`config.mk`:
```
export PLATFORM = sky130hd
export DESIGN_NAME = multi_cycle_sequencer_flat
export DESIGN_NICKNAME = d
export VERILOG_FILES = /design/src/rtl/multi_cycle_sequencer_if.sv /design/src/rtl/multi_cycle_sequencer.sv /design/src/flat_wrapper.sv
export SDC_FILE = /design/constraint.sdc
export NUM_CORES = 1
export LEC_CHECK = 0
export CELL_PAD_IN_SITES_DETAIL_PLACEMENT = 1
export CELL_PAD_IN_SITES_GLOBAL_PLACEMENT = 1
export CORE_MARGIN = 1
export CORE_UTILIZATION = 32
export DETAILED_ROUTE_END_ITERATION = 8
export PLACE_DENSITY = 0.73
export SLEW_MARGIN = 20
export SYNTH_ARGS = -nofsm -noshare
export SYNTH_HDL_FRONTEND = slang
export SYNTH_SLANG_ARGS = --single-unit
```
`constraint.sdc`:
```
create_clock -name clk -period 1.8 [get_ports clk]
set_input_delay 0.45 -clock clk [delete_from_list [all_inputs] [get_ports clk]]
set_output_delay 0.45 -clock clk [all_outputs]
set_load 0.01 [all_outputs]
```
`src/rtl/multi_cycle_sequencer_if.sv`:
```
// Bundle between the control sequencer and the datapath/main control unit.
// Handshakes are level-based: imem_ready and dmem_ready complete the access in the cycle they are sampled high.
interface multi_cycle_sequencer_if;
  logic [3:0]  opcode;
  logic        reg_wr;
  logic        mem_rd;
  logic        mem_wr;
  logic        zf;
  logic        nf;
  logic        imem_ready;
  logic        dmem_ready;
  logic [2:0]  state;
  logic        inst_rd;
  logic        ir_wr;
  logic        pc_wr;
  logic [1:0]  pc_src;
  logic        reg_wr_en;
  logic        dmem_rd_en;
  logic        dmem_wr_en;
  logic [15:0] retired;

  modport slave (
    input  opcode, reg_wr, mem_rd, mem_wr, zf, nf, imem_ready, dmem_ready,
    output state, inst_rd, ir_wr, pc_wr, pc_src, reg_wr_en, dmem_rd_en, dmem_wr_en, retired
  );

  modport master (
    output opcode, reg_wr, mem_rd, mem_wr, zf, nf, imem_ready, dmem_ready,
    input  state, inst_rd, ir_wr, pc_wr, pc_src, reg_wr_en, dmem_rd_en, dmem_wr_en, retired
  );
endinterface

```
`src/rtl/multi_cycle_sequencer.sv`:
```
// Fetch/Decode/Execute/Memory/Write-back sequencer for the 16-bit RISC core.
// Gates the main control levels into per-cycle strobes and counts retired instructions.
module multi_cycle_sequencer (
  input  logic                    clk,
  input  logic                    rst,
  multi_cycle_sequencer_if.slave  bus
);

  typedef enum logic [2:0] {
    S_FETCH  = 3'd0,
    S_DECODE = 3'd1,
    S_EXEC   = 3'd2,
    S_MEM    = 3'd3,
    S_WB     = 3'd4
  } state_e;

  state_e      state_q, state_d;
  logic [3:0]  opcode_q, opcode_d;
  logic [15:0] retired_q, retired_d;

  logic        inst_rd;
  logic        ir_wr;
  logic        pc_wr;
  logic [1:0]  pc_src;
  logic        reg_wr_en;
  logic        dmem_rd_en;
  logic        dmem_wr_en;
  logic        retire;
  logic        taken;

  function automatic logic is_alu(input logic [3:0] op);
    return op <= 4'd4;
  endfunction

  function automatic logic is_load(input logic [3:0] op);
    return (op == 4'd5) || (op == 4'd6);
  endfunction

  function automatic logic is_branch(input logic [3:0] op);
    return op[3:2] == 2'b10;
  endfunction

  // Branch condition decoded from the latched opcode; flags only matter in EXEC.
  always_comb begin
    taken = 1'b0;
    case (opcode_q[1:0])
      2'b00:   taken = !bus.zf && !bus.nf;
      2'b01:   taken = bus.nf;
      2'b10:   taken = bus.zf;
      default: taken = !bus.zf;
    endcase
  end

  always_comb begin
    state_d    = state_q;
    opcode_d   = opcode_q;
    inst_rd    = 1'b0;
    ir_wr      = 1'b0;
    pc_wr      = 1'b0;
    pc_src     = 2'd0;
    reg_wr_en  = 1'b0;
    dmem_rd_en = 1'b0;
    dmem_wr_en = 1'b0;

    case (state_q)
      S_FETCH: begin
        inst_rd = 1'b1;
        if (bus.imem_ready) begin
          ir_wr   = 1'b1;
          pc_wr   = 1'b1;
          state_d = S_DECODE;
        end
      end
      S_DECODE: begin
        // Jumps resolve here from the live opcode, in the same cycle it is latched.
        opcode_d = bus.opcode;
        state_d  = S_EXEC;
        if (bus.opcode == 4'd12) begin
          pc_wr   = 1'b1;
          pc_src  = 2'd1;
          state_d = S_FETCH;
        end else if (bus.opcode == 4'd13) begin
          pc_wr     = 1'b1;
          pc_src    = 2'd1;
          reg_wr_en = bus.reg_wr;
          state_d   = S_FETCH;
        end else if (bus.opcode == 4'd14) begin
          pc_wr   = 1'b1;
          pc_src  = 2'd3;
          state_d = S_FETCH;
        end
      end
      S_EXEC: begin
        if (is_branch(opcode_q)) begin
          state_d = S_FETCH;
          if (taken) begin
            pc_wr  = 1'b1;
            pc_src = 2'd2;
          end
        end else if (is_alu(opcode_q)) begin
          state_d = S_WB;
        end else begin
          state_d = S_MEM;
        end
      end
      S_MEM: begin
        dmem_rd_en = bus.mem_rd;
        dmem_wr_en = bus.mem_wr;
        if (bus.dmem_ready) begin
          state_d = is_load(opcode_q) ? S_WB : S_FETCH;
        end
      end
      S_WB: begin
        reg_wr_en = bus.reg_wr;
        state_d   = S_FETCH;
      end
      default: begin
        state_d = S_FETCH;
      end
    endcase

    // A FETCH stall also has next state FETCH but is not an instruction's last cycle.
    retire    = (state_q != S_FETCH) && (state_d == S_FETCH);
    retired_d = retire ? retired_q + 16'd1 : retired_q;

    if (rst) begin
      inst_rd    = 1'b0;
      ir_wr      = 1'b0;
      pc_wr      = 1'b0;
      pc_src     = 2'd0;
      reg_wr_en  = 1'b0;
      dmem_rd_en = 1'b0;
      dmem_wr_en = 1'b0;
    end
  end

  always_ff @(posedge clk) begin
    if (rst) begin
      state_q   <= S_FETCH;
      opcode_q  <= 4'd0;
      retired_q <= 16'd0;
    end else begin
      state_q   <= state_d;
      opcode_q  <= opcode_d;
      retired_q <= retired_d;
    end
  end

  assign bus.state      = state_q;
  assign bus.inst_rd    = inst_rd;
  assign bus.ir_wr      = ir_wr;
  assign bus.pc_wr      = pc_wr;
  assign bus.pc_src     = pc_src;
  assign bus.reg_wr_en  = reg_wr_en;
  assign bus.dmem_rd_en = dmem_rd_en;
  assign bus.dmem_wr_en = dmem_wr_en;
  assign bus.retired    = retired_q;

endmodule

```
`src/flat_wrapper.sv`:
```
// flat-port wrapper written by rule: the top's interface ports become plain ports
module multi_cycle_sequencer_flat 
  (clk, rst, bus_opcode, bus_reg_wr, bus_mem_rd, bus_mem_wr, bus_zf, bus_nf, bus_imem_ready, bus_dmem_ready, bus_state, bus_inst_rd, bus_ir_wr, bus_pc_wr, bus_pc_src, bus_reg_wr_en, bus_dmem_rd_en, bus_dmem_wr_en, bus_retired);
  multi_cycle_sequencer_if bus_i ();
  input  logic clk;
  input  logic rst;
  input wire logic [$bits(bus_i.opcode)-1:0] bus_opcode;
  input wire logic [$bits(bus_i.reg_wr)-1:0] bus_reg_wr;
  input wire logic [$bits(bus_i.mem_rd)-1:0] bus_mem_rd;
  input wire logic [$bits(bus_i.mem_wr)-1:0] bus_mem_wr;
  input wire logic [$bits(bus_i.zf)-1:0] bus_zf;
  input wire logic [$bits(bus_i.nf)-1:0] bus_nf;
  input wire logic [$bits(bus_i.imem_ready)-1:0] bus_imem_ready;
  input wire logic [$bits(bus_i.dmem_ready)-1:0] bus_dmem_ready;
  output wire logic [$bits(bus_i.state)-1:0] bus_state;
  output wire logic [$bits(bus_i.inst_rd)-1:0] bus_inst_rd;
  output wire logic [$bits(bus_i.ir_wr)-1:0] bus_ir_wr;
  output wire logic [$bits(bus_i.pc_wr)-1:0] bus_pc_wr;
  output wire logic [$bits(bus_i.pc_src)-1:0] bus_pc_src;
  output wire logic [$bits(bus_i.reg_wr_en)-1:0] bus_reg_wr_en;
  output wire logic [$bits(bus_i.dmem_rd_en)-1:0] bus_dmem_rd_en;
  output wire logic [$bits(bus_i.dmem_wr_en)-1:0] bus_dmem_wr_en;
  output wire logic [$bits(bus_i.retired)-1:0] bus_retired;
  assign bus_i.opcode = bus_opcode;
  assign bus_i.reg_wr = bus_reg_wr;
  assign bus_i.mem_rd = bus_mem_rd;
  assign bus_i.mem_wr = bus_mem_wr;
  assign bus_i.zf = bus_zf;
  assign bus_i.nf = bus_nf;
  assign bus_i.imem_ready = bus_imem_ready;
  assign bus_i.dmem_ready = bus_dmem_ready;
  assign bus_state = bus_i.state;
  assign bus_inst_rd = bus_i.inst_rd;
  assign bus_ir_wr = bus_i.ir_wr;
  assign bus_pc_wr = bus_i.pc_wr;
  assign bus_pc_src = bus_i.pc_src;
  assign bus_reg_wr_en = bus_i.reg_wr_en;
  assign bus_dmem_rd_en = bus_i.dmem_rd_en;
  assign bus_dmem_wr_en = bus_i.dmem_wr_en;
  assign bus_retired = bus_i.retired;
  multi_cycle_sequencer u_core (.clk(clk), .rst(rst), .bus(bus_i));
endmodule
```
==> metrics.md <==
| Metric | Value |
|---|---|
| Post-Synthesis Cell Area | 0.00147 sq mm |
| Clk_skew | 0.00145 ns |
| Input/output buffers | 39 |
| Final setup violation count | 25 |
| Hold_buf cts | 0 |
| Finished Layout Cells | 330 |
| Initial antenna violation count | 0 |
| Final ANT Viol Nets | 0 |
| Arr. time, crit path | 2.31 ns |
| Clock Path Buffers | 2 |
| CTS root buffer | clkbuf_8 |
| H-tree levels | 1 |
| RSZ-0062 raised after global routing | yes |
| N_diodes | 0 |
| Top post-synthesis cells by count | dfxtp_1, a21oi_1, nor2_1, o31ai_1, or4_1 |
| Pwr Total | 0.00140 W |
| Critical hold path startpoint | u_core.bus.retired[8] |
| Critical Path Start | u_core.opcode_q[1] |
| Post-layout minimum cycle time | 2.13 ns |
| Die H | 69.8 microns |
| Share of cells above drive strength 1 | 66.9% |
| EDFF count, synth | 0 |
| Asr flop ratio synth | 0% |
| Crit share post-route | 119% |
| Warnings from Yosys | 0 |
| Initial Util | 33.6% |
| DP Cell Count | 300 |
| Final Max Tran Viols | 0 |
| CTS sink cnt | 23 |
| Via/cell ratio | 5.88 |
| Hold Path Class | flop to flop |
| Final Hold Viols | 0 |
| Mean Syn Cell Area | 8.71 sq um |
| Flops & latches, synth | 23 |
| Largest area contributor in the netlist | dfxtp_1 |
| DRC errors left | 0 |
| Post-Syn Nets | 183 |
| DR pass1 iterations | 4 |
| Core area | 0.00438 sq mm |
| Vias in the first global route | 2102 |
| Fmax | 469 MHz |
| TritonCTS Buffers | 3 |
| CTS tree | yes |
| Wire per inst | 25.5 microns |
| CP Class | flop to flop |
| Peak supply drop | 0.000257 V |
| First-pass GRT wire length | 11400 microns |
| Clk_lat worst skew | 0.28 ns |
| Power per cell area | 468 mW/mm^2 |
| Die X-Extent | 69.8 microns |
| Synth area leaders | dfxtp_1, o31ai_1, or4_1, a21oi_1, nor2_1 |
| Count leader, synth | dfxtp_1 |
| GPL Wtd Cong | 0.802 |
| Place WS | -1.15 ns |
| Reg clk slew, reported paths | 0.10 ns |
| Dominant synthesized flop cell | dfxtp_1 |
| DR iter-0 viols | 106 |
| R2r startpoint | u_core.opcode_q[1] |
| DR vias | 1942 |
| Failing checks | negative setup slack |
| Cell variety after synth | 46 |
| Rel. slew slack | 71.0% |
| CP Data Required Time | 1.97 ns |
| Grt ovf | 0 |
| Routed WL | 8400 microns |
| Hpwl dp | 3840 microns |
| Count of mapped cells out of synthesis | 169 |
| Largest net degree at the start of global routing | 24 |
| Die area | 0.00488 sq mm |
| LEAKAGE | 1.23 nW |
| Hold Slack | 0.523 ns |
| Area grow syn2layout | 103% |
| Share of the synthesized area in the top cell type | 31.3% |
| Max cap viols | 0 |
| # IOs | 40 |
| Sequential area share after synthesis | 31.3% |
| Status | complete, but fails checks |
| Tightest Pin Transition | 0.433 ns |
| CP Max Fanout | 8 |
| Num rows | 24 |
| Setup WS post-layout | -0.334 ns |
| Critical path startpoint category | flop |
| Final net count | 293 |
| Critical Path End Type | flop |
| Overall Global Routing Usage | 30.5% |
layer usage:
metal	global-route usage (%)	vias up	wire (microns)	part of all wire, %
li1	-	865	-	-
met1	36.9	990	3430	41
met2	52.7	63	4440	53
met3	3.05	24	271	3.2
met4	16.2	0	263	3.1
met5	0	-	0	0
critical path: stages (launching register included):
cell,delay (ns)
dfxtp_4,0.39
buf_6,0.11
buf_8,0.12
nor2b_4,0.19
o2111ai_4,0.14
a211oi_4,0.47
buf_6,0.24
nor4b_4,0.07
mux2_4,0.31
final timing paths:
| path | end | depth (start not counted) | slack [ns] |
|---|---|---|---|
| worst max-delay path | u_core.bus.retired[7] | 8 | -0.33 |
| worst min-delay path | u_core.bus.retired[8] | 2 | 0.52 |
| worst max register to register | u_core.bus.retired[7] | 8 | -0.33 |
| worst min register to register | u_core.bus.retired[8] | 2 | 0.52 |
logic make-up (layout without fill, tap and decap cells):
group	count (synthesis)	after routing	synth area share, %
AOI/OAI and AO/OA	40	40	19.5
buffers and inverters	17	126	7.56
and+or+nand+nor	81	81	35.9
muxes	7	7	4.93
adders and majority gates	1	1	0.849
DFF	23	23	31.3
repair_timing:
item | CTS | global route
setup buffers | 13 | 10
resized for setup | 122 | 61
setup endpoints to repair | 27 | 30
pin swaps | 34 | 26
gates cloned | 4 | 0
sequential cells by signal, indices dropped and copies added, names as in the netlist:
register / count
u_core.bus.retired: 16
u_core.opcode_q: 4
u_core.bus.state: 3
final cells by class:
cell class	instances	area [sq um]
clock buffer	3	41.3
clock inverter	1	5.00
fill	462	1390
inverter	3	11.3
multi-input combinational	129	1300
sequential	23	483
tap	52	65.1
timing repair buffer	119	1090
cell usage in the layout, fill, tap and decap left out, types with 7 or more instances in the layout:
cell and instances:
or4_4 12, clkdlybuf4s50_1 16, a21oi_2 14, nor2_1 10, dlygate4sd2_1 8, buf_2 7, nand2_1 7, buf_4 53
dfxtp_1 13, o31ai_2 10, buf_6 24
through the flow:
stage	utilization, %	TNS, ns	cell area (sq um)
global placement	51.4	-15.95	2250
CTS	61.7	-4.16	2710
floorplan	-	0	1480
global route	68.3	-7.19	2990
detailed placement	51.4	-17.60	2250
finish	68.3	-5.46	2990
report_power, final:
group	switching (W)	leakage [nW]	internal, W	total [W]
registers	0.0000161	0.192	0.000518	0.000535
clock network	0.000207	0.0255	0.000156	0.000362
logic	0.000243	1.01	0.000262	0.000505
Note: power is estimated with default switching activity, not from simulation.
